$ cat src/rtl/maze_player_ctrl.sv
// maze_player_ctrl: overlays a player square on the 96x64 maze colour stream
// and moves it on button pulses. A move is armed by a press, the candidate box
// is checked against wall pixels for one whole frame, then committed at the
// following frame start only if that frame showed no wall inside the box.
// Reaching row 0 raises a sticky win flag.
//
// Ports:
//   clk          system clock
//   reset        asynchronous active-high reset
//   frame_begin  one-cycle pulse at the start of each OLED frame
//   pixel_index  current OLED pixel index (x = idx % 96, y = idx / 96)
//   maze_data    maze colour for the pixel_index of the previous cycle
//   btn_*        debounced single-cycle press pulses
//   oled_data    overlaid colour, one cycle after maze_data
//   player_x/y   player top-left corner
//   win          sticky goal-reached flag
module maze_player_ctrl #(
  parameter int unsigned SIZE         = 5,
  parameter int unsigned START_X      = 5,
  parameter int unsigned START_Y      = 5,
  parameter logic [15:0] WALL_COLOR   = 16'hFFFF,
  parameter logic [15:0] PLAYER_COLOR = 16'hF800,
  parameter logic [15:0] WIN_COLOR    = 16'h07E0
) (
  input  logic        clk,
  input  logic        reset,
  input  logic        frame_begin,
  input  logic [12:0] pixel_index,
  input  logic [15:0] maze_data,
  input  logic        btn_up,
  input  logic        btn_down,
  input  logic        btn_left,
  input  logic        btn_right,
  output logic [15:0] oled_data,
  output logic [6:0]  player_x,
  output logic [5:0]  player_y,
  output logic        win
);

  localparam logic [7:0] Size8 = 8'(SIZE);

  typedef enum logic [1:0] {StIdle, StArmed, StScan} state_e;
  typedef enum logic [1:0] {DirUp, DirDown, DirLeft, DirRight} dir_e;

  state_e      state;
  dir_e        dir;
  logic [12:0] idx_d;
  logic [6:0]  cand_x;
  logic [5:0]  cand_y;
  logic        hit;

  logic               idx_valid;
  logic [7:0]         pix_x;
  logic [7:0]         pix_y;
  logic               in_player;
  logic               in_cand;
  logic signed [7:0]  next_x;
  logic signed [7:0]  next_y;
  logic               cand_ok;
  logic               any_btn;

  always_comb begin
    // idx_d is aligned with maze_data because the maze generator is registered
    idx_valid = idx_d < 13'd6144;
    pix_x     = 8'(idx_d % 13'd96);
    pix_y     = 8'(idx_d / 13'd96);

    in_player = idx_valid &&
                pix_x >= {1'b0, player_x} && pix_x < {1'b0, player_x} + Size8 &&
                pix_y >= {2'b00, player_y} && pix_y < {2'b00, player_y} + Size8;
    in_cand   = idx_valid &&
                pix_x >= {1'b0, cand_x} && pix_x < {1'b0, cand_x} + Size8 &&
                pix_y >= {2'b00, cand_y} && pix_y < {2'b00, cand_y} + Size8;

    // Signed 8-bit candidate so a step off the top/left edge shows up as negative
    next_x = signed'({1'b0, player_x});
    next_y = signed'({2'b00, player_y});
    unique case (dir)
      DirUp:    next_y = next_y - 8'sd1;
      DirDown:  next_y = next_y + 8'sd1;
      DirLeft:  next_x = next_x - 8'sd1;
      DirRight: next_x = next_x + 8'sd1;
      default:  next_x = next_x;
    endcase
    cand_ok = !next_x[7] && !next_y[7] &&
              (next_x + signed'(Size8) <= 8'sd96) &&
              (next_y + signed'(Size8) <= 8'sd64);

    any_btn = btn_up | btn_down | btn_left | btn_right;
  end

  always_ff @(posedge clk or posedge reset) begin
    if (reset) begin
      state     <= StIdle;
      dir       <= DirUp;
      idx_d     <= '0;
      cand_x    <= '0;
      cand_y    <= '0;
      hit       <= 1'b0;
      oled_data <= '0;
      player_x  <= 7'(START_X);
      player_y  <= 6'(START_Y);
      win       <= 1'b0;
    end else begin
      idx_d <= pixel_index;

      if (in_player) oled_data <= win ? WIN_COLOR : PLAYER_COLOR;
      else           oled_data <= maze_data;

      unique case (state)
        StIdle: begin
          // frame_begin is not looked at here, so a same-cycle frame start is unused
          if (any_btn && !win) begin
            if (btn_up)        dir <= DirUp;
            else if (btn_down) dir <= DirDown;
            else if (btn_left) dir <= DirLeft;
            else               dir <= DirRight;
            state <= StArmed;
          end
        end
        StArmed: begin
          if (frame_begin) begin
            if (cand_ok) begin
              cand_x <= next_x[6:0];
              cand_y <= next_y[5:0];
              hit    <= 1'b0;
              state  <= StScan;
            end else begin
              state <= StIdle;
            end
          end
        end
        StScan: begin
          if (frame_begin) begin
            if (!hit) begin
              player_x <= cand_x;
              player_y <= cand_y;
              if (cand_y == '0) win <= 1'b1;
            end
            state <= StIdle;
          end else if (in_cand && maze_data == WALL_COLOR) begin
            hit <= 1'b1;
          end
        end
        default: state <= StIdle;
      endcase
    end
  end

endmodule

$ cat config.mk
export PLATFORM = sky130hd
export DESIGN_NAME = maze_player_ctrl
export DESIGN_NICKNAME = d
export VERILOG_FILES = /design/src/rtl/maze_player_ctrl.sv
export SDC_FILE = /design/constraint.sdc
export NUM_CORES = 1
export LEC_CHECK = 0
export ABC_AREA = 1
export BUFFER_PORTS_ARGS = -buffer_cell sky130_fd_sc_hd__buf_2
export CORE_MARGIN = 2
export CORE_UTILIZATION = 53
export CTS_CLUSTER_DIAMETER = 30
export DETAILED_ROUTE_END_ITERATION = 10
export PLACE_DENSITY_LB_ADDON = 0.08
export SLEW_MARGIN = 10
export SYNTH_ARGS = -nofsm -noshare
export SYNTH_HDL_FRONTEND = slang
export SYNTH_SLANG_ARGS = --single-unit
$ cat constraint.sdc
create_clock -name clk -period 2.9 [get_ports clk]
set_input_delay 0.29 -clock clk [delete_from_list [all_inputs] [get_ports clk]]
set_output_delay 0.29 -clock clk [all_outputs]
set_load 0.005 [all_outputs]
==> flow_metrics.tcl <==
set metrics [dict create \
    critPathLaunchType "flip-flop" \
    power.switching_uw 661.3 \
    combPwrFrac_pct 20.2 \
    status "finished with violations" \
    ys_top_cells_by_count "96 x nand2_1, 86 x inv_1, 68 x ha_1" \
    synth-xor-area-share_pct 4.603 \
    place_congestion 0.8782 \
    drt_iter0_markers 218 \
    peakVddDrop_mv 0.1968 \
    syn_inst 568 \
    ys_top_cells_by_area "dfrtp_1 31%, ha_1 19%, nand2_1 7.9%, inv_1 7.1%, xor2_1 4.4%" \
    io_buffers 65 \
    muxShareOfSynthArea_pct 0 \
    final_area_um2 5827 \
    clkLatencyLatePin_ps 360 \
    final-setup-viol-count 17 \
    cp.arrival_ps 3790 \
    finalCriticalPeriod_ps 3541 \
    pwr_density_cell_nw_per_um2 417.1 \
    layout_setup_ws_ps -641.2 \
    num_antenna_cells 0 \
    routedWlPerCell_um 14.78 \
    synth_ff_type "dfrtp_1" \
    maxSlewViolCount 0 \
    r2r_cells 28 \
    synth.most_common_cell "nand2_1" \
    ctsLongestPathBuffers 2 \
    cts_root_buf "clkbuf_8" \
    grtUsageMet3_pct 5.564 \
    clock-skew-final_ps 8.976 \
    antenna_found_initial 0 \
    hpwlAfterDp_um 8744 \
    globalRouteMet2Util_pct 40.12 \
    numCtsBuffers 9 \
    area_growth_syn_to_layout_pct 27.59 \
    grt_pass1_wl_um 19380 \
    coreArea_um2 8299 \
    worst_slew_margin_rel_pct 40.98 \
    clkSinkCount 61 \
    clk_pin_slew_ps 80 \
    route.detailed.vias_per_inst 5.326 \
    finalHoldViolCount 0 \
    crit_top_cell "nand2_4" \
    first_pass_iters 4 \
    core.rowCount 33 \
    synth_edf_count 0 \
    grt_most_used_layer "met2" \
    ys_types 48 \
    fmax_ghz 0.2824 \
    finalCritPeriodShare_pct 122.1 \
    antenna_left 0 \
    die_w_um 96.83 \
    yosys_warnings 0 \
    overflow 0 \
    p_seq_share_pct 36.9 \
    path_max_fanout 6 \
    synth_async_sr_flop_share_pct 100.0 \
    whs_path_depth 1 \
    fillCellCount 673 \
    worst_path_max_delay_cell "dfrtp_1" \
    hp-class "in2reg" \
    dieArea_um2 9375 \
    netlist.area_leader.share_pct 31.23 \
    synth_top_family_by_area "simple AND/OR/NAND/NOR gates" \
    failed_checks "negative setup slack" \
    grt_max_degree 41 \
    tightest_slew_ps 883.1 \
    final_nets 778 \
    cp-end-kind "flip-flop" \
    synth_seq_cells 61 \
    synth_compound_area_share_pct 14.33 \
    synth_top_cell_by_area "dfrtp_1" \
    cts_tree "done" \
    drc_errors 0 \
    maxCapViolations 0 \
    p_leak_uw 0.002952 \
    required_ps 3140 \
    dp_cells 754 \
    grt_setup_unrepaired "true" \
    dpl_cell_area_um2 5224 \
    grt_pass1_vias 4074 \
    initial_utilization_pct 55.03 \
    clockPowerShare_pct 43.0 \
    fin_cells 783 \
    htreeDepth 3 \
    synth_simple_gate_area_share_pct 19.42 \
    track_usage_pct 25.45 \
    syn-cell-area_um2 4567 \
    via_count 4170 \
    pin_count 66 \
    internal_power_uw 1769 \
    grt.met1_usage_pct 35.10 \
    synth_area_per_cell_um2 8.040 \
    dieHeight_um 96.83 \
    seq_area_frac_synth_pct 33.53 \
    drive_gt1_share_pct 28.91 \
    critPathKind "reg2reg" \
    drt_wl_total_um 11570 \
    synth_adder_area_share_pct 19.07 \
    p_sw_share_pct 27.21 \
    crit_path_max_incr_delay_ps 410 \
]
sequential cells by signal (all words and copies together), names as in the netlist:
name       count
oled_data     16
idx_d         13
cand_x         7
player_x       7
cand_y         6
player_y       6
dir            2
state          2
hit            1
win            1
logic make-up (layout without fill, tap and decap cells):
group	after synthesis	in the layout
AOI/OAI and AO/OA	114	114
xor gates and xnor gates	24	24
adders and majority gates	69	69
buffers and inverters	102	210
DFF	61	61
other	1	2
and+or+nand+nor	197	198
cell usage in the layout, fill, tap and decap left out, types with 2 or more instances in the layout:
cell type / Yosys / routed
nor2_1: 40 / 29
ha_1: 68 / 63
xor2_1: 23 / 23
dfrtp_1: 57 / 56
bufinv_16: 0 / 4
o21ai_2: 3 / 6
clkbuf_8: 0 / 9
buf_2: 1 / 65
o211ai_1: 4 / 4
nand2_1: 96 / 88
buf_4: 0 / 28
nand3_1: 17 / 17
inv_1: 86 / 81
o21ai_0: 34 / 30
o21ai_1: 17 / 18
clkinv_4: 0 / 3
nand4_1: 11 / 11
inv_2: 6 / 10
nor2_4: 0 / 2
a21o_1: 5 / 5
nand2_2: 12 / 14
inv_4: 1 / 2
ha_4: 0 / 5
nor4_1: 3 / 3
a21boi_0: 2 / 2
buf_12: 0 / 2
o21bai_1: 4 / 4
nor3_1: 7 / 7
dfstp_2: 4 / 4
a21oi_1: 31 / 25
nand2_4: 0 / 7
conb_1: 1 / 2
buf_6: 3 / 3
nor2_2: 1 / 10
o22ai_1: 3 / 2
nand3_4: 1 / 2
a21oi_2: 2 / 7
worst max-delay path, delay by kind of cell (launching register included):
family,cells,cell delay [ps]
AND/OR/NAND/NOR,21,2070
AO/OA/AOI/OAI,3,450
flip-flops,1,410
adder cells (fa/ha/maj),1,260
buffers and inverters,3,240
path summary, 6_finish.rpt:
kind	startpoint	to	slack (ps)
worst max-delay path	idx_d[11]$_DFF_PP0_	oled_data[10]$_DFF_PP0_	-640
worst min-delay path	pixel_index[6]	idx_d[6]$_DFF_PP0_	30
worst max register to register	idx_d[11]$_DFF_PP0_	oled_data[10]$_DFF_PP0_	-640
worst min register to register	hit$_DFFE_PP0P_	hit$_DFFE_PP0P_	490
max in group asynchronous	reset	player_x[2]$_DFFE_PP1P_	1510
min in group asynchronous	reset	idx_d[11]$_DFF_PP0_	490
timing repair:
item	CTS	global route
endpoints found under the setup margin	17	30
hold buffers	1	0
gates cloned	2	0
buffers inserted	4	6
pin swaps	17	30
hold endpoints to repair	18	0
gates resized for setup	18	38
layout make-up:
cell class / count / area, um^2 / area share (%)
clock buffers: 9 / 123.9 / 2.126
clock inverters: 7 / 146.4 / 2.512
inverters: 94 / 362.8 / 6.227
multi-input cells: 407 / 2894 / 49.67
flip-flops and latches: 61 / 1533 / 26.30
well taps: 105 / 131.4 / 2.255
repair buffers: 99 / 619.3 / 10.63
repair inverters: 1 / 16.27 / 0.2791
metrics by stage:
| step | hold slack (ps) | power (uW) | utilization [%] | TNS, ps | setup slack [ps] |
|---|---|---|---|---|---|
| 2_1_floorplan | 321.4 | 1160 | - | -3463 | -239.7 |
| 6_report | 33.35 | 2430 | 70.21 | -10160 | -641.2 |
| 5_1_grt | 14.82 | 2551 | 70.21 | -14300 | -886.5 |
| 3_3_place_gp | 322.6 | 1286 | 62.94 | -7173 | -453.0 |
| 3_5_place_dp | 327.8 | 1305 | 62.94 | -9610 | -603.6 |
| 4_1_cts | 23.10 | 2387 | 67.92 | -8660 | -568.6 |
per-layer routing:
metal	vias to the layer above	routed length, um
met3	21	656
met4	0	214
met5	-	0
met2	115	5322
met1	1945	5377
li1	2089	-
power groups by stage:
stage	clock [uW]	sequential [uW]	combinational, uW
global route	1100	899	557
CTS	1060	895	434
floorplan	0	911	249
finish	1040	896	490
detailed placement	0	912	393
global placement	0	911	375
Note: power is estimated with default switching activity, not from simulation.
